===== src/rtl/mmio_bus_ctrl_if.sv =====
// mmio_bus_ctrl_if: the CPU-side request/ready bus, the RAM port and the
// keyboard receiver push port, bundled for the MMIO controller.
// The slave modport is the controller's view; master is the surrounding system.
interface mmio_bus_ctrl_if #(
    parameter int DATA_W = 32,
    parameter int ADDR_W = 32,
    parameter int RAM_AW = 7
);
    logic              cpu_req;
    logic              cpu_wr;
    logic [ADDR_W-1:0] cpu_addr;
    logic [DATA_W-1:0] cpu_wdata;
    logic [DATA_W-1:0] cpu_rdata;
    logic              cpu_ready;
    logic              cpu_err;
    logic              ram_we;
    logic [RAM_AW-1:0] ram_addr;
    logic [DATA_W-1:0] ram_wdata;
    logic [DATA_W-1:0] ram_rdata;
    logic              kbd_valid;
    logic [7:0]        kbd_code;

    modport slave (
        input  cpu_req, cpu_wr, cpu_addr, cpu_wdata, ram_rdata, kbd_valid, kbd_code,
        output cpu_rdata, cpu_ready, cpu_err, ram_we, ram_addr, ram_wdata
    );

    modport master (
        output cpu_req, cpu_wr, cpu_addr, cpu_wdata, ram_rdata, kbd_valid, kbd_code,
        input  cpu_rdata, cpu_ready, cpu_err, ram_we, ram_addr, ram_wdata
    );
endinterface


===== src/rtl/mmio_bus_ctrl.sv =====
// mmio_bus_ctrl: registered request/ready MMIO controller in front of the
// data RAM (with configurable wait states), a keyboard scan-code FIFO with
// DATA/STATUS registers, and an error response for unmapped addresses.
// Optional feature macro: MMIO_KBD_IRQ_EN adds the kbd_irq output and the
// irq-enable bit (STATUS bit3).
module mmio_bus_ctrl #(
    parameter int          DATA_W    = 32,
    parameter int          ADDR_W    = 32,
    parameter int          MEM_BYTES = 512,
    parameter int          RAM_WAIT  = 1,
    parameter logic [31:0] KBD_BASE  = 32'h0000_0200,
    parameter int          KBD_DEPTH = 8
) (
    input  logic           clk,
    input  logic           rst,
    mmio_bus_ctrl_if.slave bus
`ifdef MMIO_KBD_IRQ_EN
    ,
    output logic           kbd_irq
`endif
);

    localparam int RAM_AW = $clog2(MEM_BYTES) - 2;
    localparam int PTR_W  = $clog2(KBD_DEPTH);
    localparam int CNT_W  = PTR_W + 1;

    localparam logic [ADDR_W-1:0] MEM_LIMIT  = ADDR_W'(MEM_BYTES);
    localparam logic [ADDR_W-1:0] KBD_DATA_A = ADDR_W'(KBD_BASE);
    localparam logic [ADDR_W-1:0] KBD_STAT_A = ADDR_W'(KBD_BASE + 32'd4);
    localparam logic [CNT_W-1:0]  FIFO_FULL  = CNT_W'(KBD_DEPTH);

    typedef enum logic [1:0] {
        IDLE,
        RAM_ACC,
        RESP
    } state_t;

    state_t              state_q, state_d;
    logic [3:0]          waitCnt_q, waitCnt_d;
    logic [RAM_AW-1:0]   ramAddr_q, ramAddr_d;
    logic [DATA_W-1:0]   ramWdata_q, ramWdata_d;
    logic [DATA_W-1:0]   rdata_q, rdata_d;
    logic                isWrite_q, isWrite_d;
    logic                err_q, err_d;

    logic [7:0]          kbdMem_q [KBD_DEPTH];
    logic [PTR_W-1:0]    wrPtr_q, wrPtr_d;
    logic [PTR_W-1:0]    rdPtr_q, rdPtr_d;
    logic [CNT_W-1:0]    count_q, count_d;
    logic                overflow_q, overflow_d;

`ifdef MMIO_KBD_IRQ_EN
    logic                irqEn_q, irqEn_d;
    logic                kbdIrq_q;
`endif

    logic [ADDR_W-1:0]   wordAddr;
    logic                ramHit;
    logic                kbdDataHit;
    logic                kbdStatHit;
    logic                fifoEmpty;
    logic                fifoFull;
    logic                popReq;
    logic                pushOk;
    logic                ovfClear;
    logic [DATA_W-1:0]   statusWord;

    assign wordAddr   = {bus.cpu_addr[ADDR_W-1:2], 2'b00};
    assign ramHit     = bus.cpu_addr < MEM_LIMIT;
    assign kbdDataHit = (wordAddr == KBD_DATA_A);
    assign kbdStatHit = (wordAddr == KBD_STAT_A);
    assign fifoEmpty  = (count_q == '0);
    assign fifoFull   = (count_q == FIFO_FULL);

    // Assemble the STATUS register view from the live FIFO state.
    always_comb begin
        statusWord       = '0;
        statusWord[0]    = fifoEmpty;
        statusWord[1]    = fifoFull;
        statusWord[2]    = overflow_q;
`ifdef MMIO_KBD_IRQ_EN
        statusWord[3]    = irqEn_q;
`endif
        statusWord[15:8] = 8'(count_q);
    end

    // Access FSM: decode in IDLE, count RAM wait states, then give one ready cycle.
    always_comb begin
        state_d    = state_q;
        waitCnt_d  = waitCnt_q;
        ramAddr_d  = ramAddr_q;
        ramWdata_d = ramWdata_q;
        rdata_d    = rdata_q;
        isWrite_d  = isWrite_q;
        err_d      = err_q;
        popReq     = 1'b0;
        ovfClear   = 1'b0;
`ifdef MMIO_KBD_IRQ_EN
        irqEn_d    = irqEn_q;
`endif
        case (state_q)
            IDLE: begin
                if (bus.cpu_req) begin
                    isWrite_d = bus.cpu_wr;
                    err_d     = 1'b0;
                    rdata_d   = '0;
                    if (ramHit) begin
                        state_d   = RAM_ACC;
                        waitCnt_d = 4'(RAM_WAIT);
                        ramAddr_d = bus.cpu_addr[RAM_AW+1:2];
                        if (bus.cpu_wr) begin
                            ramWdata_d = bus.cpu_wdata;
                        end
                    end else if (kbdDataHit) begin
                        state_d = RESP;
                        if (!bus.cpu_wr && !fifoEmpty) begin
                            rdata_d = DATA_W'(kbdMem_q[rdPtr_q]);
                            popReq  = 1'b1;
                        end
                    end else if (kbdStatHit) begin
                        state_d = RESP;
                        if (!bus.cpu_wr) begin
                            rdata_d = statusWord;
                        end else begin
                            ovfClear = bus.cpu_wdata[2];
`ifdef MMIO_KBD_IRQ_EN
                            irqEn_d  = bus.cpu_wdata[3];
`endif
                        end
                    end else begin
                        state_d = RESP;
                        err_d   = 1'b1;
                    end
                end
            end
            RAM_ACC: begin
                if (waitCnt_q == 4'd0) begin
                    state_d = RESP;
                    if (!isWrite_q) begin
                        rdata_d = bus.ram_rdata;
                    end
                end else begin
                    waitCnt_d = waitCnt_q - 4'd1;
                end
            end
            RESP: begin
                state_d = IDLE;
            end
            default: begin
                state_d = IDLE;
            end
        endcase
    end

    // FIFO bookkeeping: a pop frees a slot in the same cycle, so a push into a
    // full FIFO alongside a pop is accepted; overflow set beats a clear.
    always_comb begin
        wrPtr_d    = wrPtr_q;
        rdPtr_d    = rdPtr_q;
        count_d    = count_q;
        overflow_d = overflow_q;
        pushOk     = bus.kbd_valid && (!fifoFull || popReq);
        if (pushOk) begin
            wrPtr_d = wrPtr_q + PTR_W'(1);
        end
        if (popReq) begin
            rdPtr_d = rdPtr_q + PTR_W'(1);
        end
        case ({pushOk, popReq})
            2'b10:   count_d = count_q + CNT_W'(1);
            2'b01:   count_d = count_q - CNT_W'(1);
            default: count_d = count_q;
        endcase
        if (ovfClear) begin
            overflow_d = 1'b0;
        end
        if (bus.kbd_valid && fifoFull && !popReq) begin
            overflow_d = 1'b1;
        end
    end

    // State and datapath registers; reset abandons any access in flight.
    always_ff @(posedge clk or posedge rst) begin
        if (rst) begin
            state_q    <= IDLE;
            waitCnt_q  <= '0;
            ramAddr_q  <= '0;
            ramWdata_q <= '0;
            rdata_q    <= '0;
            isWrite_q  <= 1'b0;
            err_q      <= 1'b0;
            wrPtr_q    <= '0;
            rdPtr_q    <= '0;
            count_q    <= '0;
            overflow_q <= 1'b0;
        end else begin
            state_q    <= state_d;
            waitCnt_q  <= waitCnt_d;
            ramAddr_q  <= ramAddr_d;
            ramWdata_q <= ramWdata_d;
            rdata_q    <= rdata_d;
            isWrite_q  <= isWrite_d;
            err_q      <= err_d;
            wrPtr_q    <= wrPtr_d;
            rdPtr_q    <= rdPtr_d;
            count_q    <= count_d;
            overflow_q <= overflow_d;
        end
    end

    // Scan-code storage; contents need no reset because the count gates reads.
    always_ff @(posedge clk) begin
        if (pushOk) begin
            kbdMem_q[wrPtr_q] <= bus.kbd_code;
        end
    end

`ifdef MMIO_KBD_IRQ_EN
    // Interrupt request: pending codes or overflow, gated by the enable bit.
    always_ff @(posedge clk or posedge rst) begin
        if (rst) begin
            irqEn_q  <= 1'b1;
            kbdIrq_q <= 1'b0;
        end else begin
            irqEn_q  <= irqEn_d;
            kbdIrq_q <= irqEn_d && ((count_d != '0) || overflow_d);
        end
    end

    assign kbd_irq = kbdIrq_q;
`endif

    assign bus.cpu_ready = (state_q == RESP);
    assign bus.cpu_err   = err_q && (state_q == RESP);
    assign bus.cpu_rdata = rdata_q;
    assign bus.ram_we    = (state_q == RAM_ACC) && (waitCnt_q == 4'd0) && isWrite_q;
    assign bus.ram_addr  = ramAddr_q;
    assign bus.ram_wdata = ramWdata_q;

endmodule


===== src/flat_wrapper.sv =====
// flat-port wrapper written by rule: the top's interface ports become plain ports
module mmio_bus_ctrl_flat 
#(
    parameter int          DATA_W    = 32,
    parameter int          ADDR_W    = 32,
    parameter int          MEM_BYTES = 512,
    parameter int          RAM_WAIT  = 1,
    parameter logic [31:0] KBD_BASE  = 32'h0000_0200,
    parameter int          KBD_DEPTH = 8
)
  (clk, rst, bus_cpu_req, bus_cpu_wr, bus_cpu_addr, bus_cpu_wdata, bus_ram_rdata, bus_kbd_valid, bus_kbd_code, bus_cpu_rdata, bus_cpu_ready, bus_cpu_err, bus_ram_we, bus_ram_addr, bus_ram_wdata);
  mmio_bus_ctrl_if #(.DATA_W(DATA_W), .ADDR_W(ADDR_W), .RAM_AW((7))) bus_i ();
  input  logic clk;
  input  logic rst;
  input wire logic [$bits(bus_i.cpu_req)-1:0] bus_cpu_req;
  input wire logic [$bits(bus_i.cpu_wr)-1:0] bus_cpu_wr;
  input wire logic [$bits(bus_i.cpu_addr)-1:0] bus_cpu_addr;
  input wire logic [$bits(bus_i.cpu_wdata)-1:0] bus_cpu_wdata;
  input wire logic [$bits(bus_i.ram_rdata)-1:0] bus_ram_rdata;
  input wire logic [$bits(bus_i.kbd_valid)-1:0] bus_kbd_valid;
  input wire logic [$bits(bus_i.kbd_code)-1:0] bus_kbd_code;
  output wire logic [$bits(bus_i.cpu_rdata)-1:0] bus_cpu_rdata;
  output wire logic [$bits(bus_i.cpu_ready)-1:0] bus_cpu_ready;
  output wire logic [$bits(bus_i.cpu_err)-1:0] bus_cpu_err;
  output wire logic [$bits(bus_i.ram_we)-1:0] bus_ram_we;
  output wire logic [$bits(bus_i.ram_addr)-1:0] bus_ram_addr;
  output wire logic [$bits(bus_i.ram_wdata)-1:0] bus_ram_wdata;
  assign bus_i.cpu_req = bus_cpu_req;
  assign bus_i.cpu_wr = bus_cpu_wr;
  assign bus_i.cpu_addr = bus_cpu_addr;
  assign bus_i.cpu_wdata = bus_cpu_wdata;
  assign bus_i.ram_rdata = bus_ram_rdata;
  assign bus_i.kbd_valid = bus_kbd_valid;
  assign bus_i.kbd_code = bus_kbd_code;
  assign bus_cpu_rdata = bus_i.cpu_rdata;
  assign bus_cpu_ready = bus_i.cpu_ready;
  assign bus_cpu_err = bus_i.cpu_err;
  assign bus_ram_we = bus_i.ram_we;
  assign bus_ram_addr = bus_i.ram_addr;
  assign bus_ram_wdata = bus_i.ram_wdata;
  mmio_bus_ctrl #(.DATA_W(DATA_W), .ADDR_W(ADDR_W), .MEM_BYTES(MEM_BYTES), .RAM_WAIT(RAM_WAIT), .KBD_BASE(KBD_BASE), .KBD_DEPTH(KBD_DEPTH)) u_core (.clk(clk), .rst(rst), .bus(bus_i));
endmodule

===== config.mk =====
export PLATFORM = sky130hd
export DESIGN_NAME = mmio_bus_ctrl_flat
export DESIGN_NICKNAME = d
export VERILOG_FILES = /design/src/rtl/mmio_bus_ctrl_if.sv /design/src/rtl/mmio_bus_ctrl.sv /design/src/flat_wrapper.sv
export SDC_FILE = /design/constraint.sdc
export NUM_CORES = 1
export LEC_CHECK = 0
export CAP_MARGIN = 20
export CORE_ASPECT_RATIO = 0.9
export CORE_MARGIN = 4
export CORE_UTILIZATION = 35
export DETAILED_ROUTE_END_ITERATION = 12
export GPL_ROUTABILITY_DRIVEN = 1
export PLACE_DENSITY = 0.7
export SLEW_MARGIN = 5
export SYNTH_ARGS = -nofsm -noshare
export SYNTH_HDL_FRONTEND = slang
export SYNTH_SLANG_ARGS = --single-unit

===== constraint.sdc =====
create_clock -name clk -period 3.3 [get_ports clk]
set_input_delay 0.66 -clock clk [delete_from_list [all_inputs] [get_ports clk]]
set_output_delay 0.66 -clock clk [all_outputs]
set_load 0.05 [all_outputs]

==> impl_metrics.ini <==
[worst_setup_path]
startpoint_type = flip-flop
required_ns = 2.64
critical-path-max-stage-delay_ns = 0.57
crit_chain = inv_1 > ha_1 > nor3b_1 > nand2_1 > nor2_1 > dlygate4sd2_1
cp_max_fo = 4
critPathKind = reg -> out
arrival_ns = 2.35
crit_buf_inv = 2
worst_path_max_delay_cell = dlygate4sd2_1
crit_family = simple AND/OR/NAND/NOR gates
end_kind = primary output

[finish]
drive_above_1_share_pct = 19.1
diodes = 0
final_util_pct = 50.7
nets = 771
final_cell_mix = 179 x clkdlybuf4s50_1, 90 x dfrtp_1, 64 x edfxtp_1, 51 x nand2_1, 30 x mux2_4
mostFrequentLayoutCell = clkdlybuf4s50_1
stdcell_area_um2 = 9320
syn_to_final_growth_pct = 42.0

[logic_synthesis]
synth-seq-cells = 154
synth_top_area_cell = dfrtp_1
syn-cell-area_um2 = 6570
synth-edff-count = 64
netlist.area_leader.share_pct = 34.3
async_reset_ff_share_pct = 58.4
synthTopCellsByArea = dfrtp_1 34%, edfxtp_1 29%, mux2_4 6.9%
yosys.cell_types.count = 53
syn_avg_cell_area_um2 = 14.3
synth-main-ff-cell = dfrtp_1
yosys_warnings = 0
synthesis.nets = 572
yosysSeqAreaShare_pct = 63.6
netlist_instances = 459

[timing]
finalHoldViolations = 0
fin_tns_setup_ns = 0
setup_slack_ns = 0.290
fmax_mhz = 332
finalHoldWorstSlack_ns = 0.472
fin_crit_sh_pct = 91.2
setup_viol = 0
finalMaxSlewViolations = 0
max_slew_margin_pct = 54.8
fin_skew_ns = 0.0103
fin_crit_ns = 3.01
rsz0062_at_grt = no
worst_pin_slew_ns = 0.678

[clocking]
postCtsSetupBuffers = 0
cts.clk_slew.worst_paths_ns = 0.06
clk_latency_ns = 0.42
cts_tree = done
clk_path_buf_depth = 2
cts_buffers = 17
root_buffer = clkbuf_16
clock-sinks = 154
cts_max_level = 4

[floorplanning]
num_rows = 47
start_util_pct = 35.7
die_h_um = 138
core_area_um2 = 18400
io_pins = 183
dieArea_um2 = 21000
fp.dieW_um = 152

[routing]
drc = 0
drt_iter0_drc = 266
antenna_left = 0
wirelength_um = 16400
vias = 4482
wl_per_cell_um = 17.9
vias_per_cell = 4.90
dr.pass1.iters = 4

[worst_hold_path]
hold_path_class = reg -> reg

[run]
maxCapViolations = 0

[grt]
grt_max_degree = 91
grt_pass1_vias = 4737
gr-total-overflow = 0
grt_use_total_pct = 15.7
antenna_found_initial = 0
grt_pass1_wl_um = 25800

[pwr]
p_leak_nw = 3.71
power.internal_mw = 3.51
powerDensity_nw_per_um2 = 502
power.share.combinational_pct = 12.7
seq_power_share_pct = 48.8
clockPowerShare_pct = 38.5
p_sw_share_pct = 25.0
ir_worst_vdd_uv = 410
switching_power_mw = 1.17

[placed_design]
dp_hpwl_um = 11900
dpl_worst_slack_ns = 0.0248
postPlaceCellArea_um2 = 8760
gp_congestion = 0.792
place.port_buffers = 180

[outcome]
status = completed
[synthesized netlist by cell type, types with 2 or more instances]
master and instances:
nor3_1 7, clkbuf_1 13, o31ai_1 4, a21oi_1 18, mux2_2 13, o21ai_0 10
nor2_1 17, nand3_1 25, nand2_1 51, xor2_1 3, mux2i_1 10, ha_1 4
a31oi_1 2, buf_6 5, or3b_2 2, dfrtp_1 90, inv_1 7, and2_1 2
mux4_2 16, xnor2_1 5, nor2b_1 2, o211ai_1 2, nor3b_1 7, buf_2 5
and3_1 10, mux2_4 30, nand4_1 7, nor4_1 4, edfxtp_1 64
[routing by layer]
metal	vias to the layer above	global-route usage, %	routed length [µm]
met5	-	0	0
met4	0	3.10	111
met3	11	5.46	949
met2	135	28.1	8690
met1	2242	18.5	6640
li1	2094	-	-
[area by class of cell]
class	count	area [µm²]
flip-flops and latches	154	4170
repair buffers	204	2010
multi-input cells	273	2250
clock buffers	18	429
inverters	8	31.3
clock inverters	13	118
well taps	245	307
fillers	1547	9080
[kinds of logic after synthesis]
logic type	share of synthesized area, %
muxes	16.1
and+or+nand+nor	11.9
adders and majority gates	0.762
xor gates and xnor gates	1.07
AOI/OAI and AO/OA	4.12
DFF	63.6
buffers and inverters	2.50
[path summary, 6_finish.rpt]
kind | slack, ns | startpoint | end | cells after the start
max | 0.29 | u_core.waitCnt_q[0] | bus_ram_we | 6
min | 0.47 | u_core.bus.cpu_rdata[28] | u_core.bus.cpu_rdata[28] | 2
max reg2reg | 0.82 | u_core.state_q[1] | u_core.kbdMem_q[6][7] | 7
min reg2reg | 0.47 | u_core.bus.cpu_rdata[28] | u_core.bus.cpu_rdata[28] | 2
max in group asynchronous | 2.25 | rst | u_core.bus.cpu_rdata[0] | 3
min in group asynchronous | 0.68 | rst | u_core.bus.ram_wdata[23] | 3
[worst reg2reg max path, cell delays in order, from the launching register on]
cell and delay (ns):
dfrtp_1 0.42, nor3b_1 0.34, nand4_1 0.16, and4bb_1 0.39
buf_4 0.19, o211ai_1 0.17, nor3b_1 0.25, buf_4 0.25
[state kept, by name, summed over array words and instances (netlist names), 3 cells and up]
register	cells
u_core.bus.cpu_rdata	32
u_core.wrPtr_q	3
u_core.bus.ram_wdata	32
u_core.count_q	4
u_core.kbdMem_q	64
u_core.rdPtr_q	3
u_core.bus.ram_addr	7
u_core.waitCnt_q	4
[power groups by stage]
stage	logic [mW]	registers (mW)	clock network, mW
final	0.594	2.28	1.80
after global placement	0.575	2.30	0
after CTS	0.601	2.28	1.85
after floorplan	0.308	2.29	0
after global routing	0.648	2.30	1.95
after detailed placement	0.600	2.32	0
[through the flow]
step	total power, mW	instances
2_1_floorplan	2.60	459
3_3_place_gp	2.88	883
3_5_place_dp	2.92	883
4_1_cts	4.74	914
5_1_grt	4.90	915
6_report	4.68	915
[what timing repair did]
action / in CTS / in global routing
gates resized for setup: 1 / 0
hold buffers: 0 / 0
endpoints found under the setup margin: 1 / 0
Power figures use the tool's default switching activity.
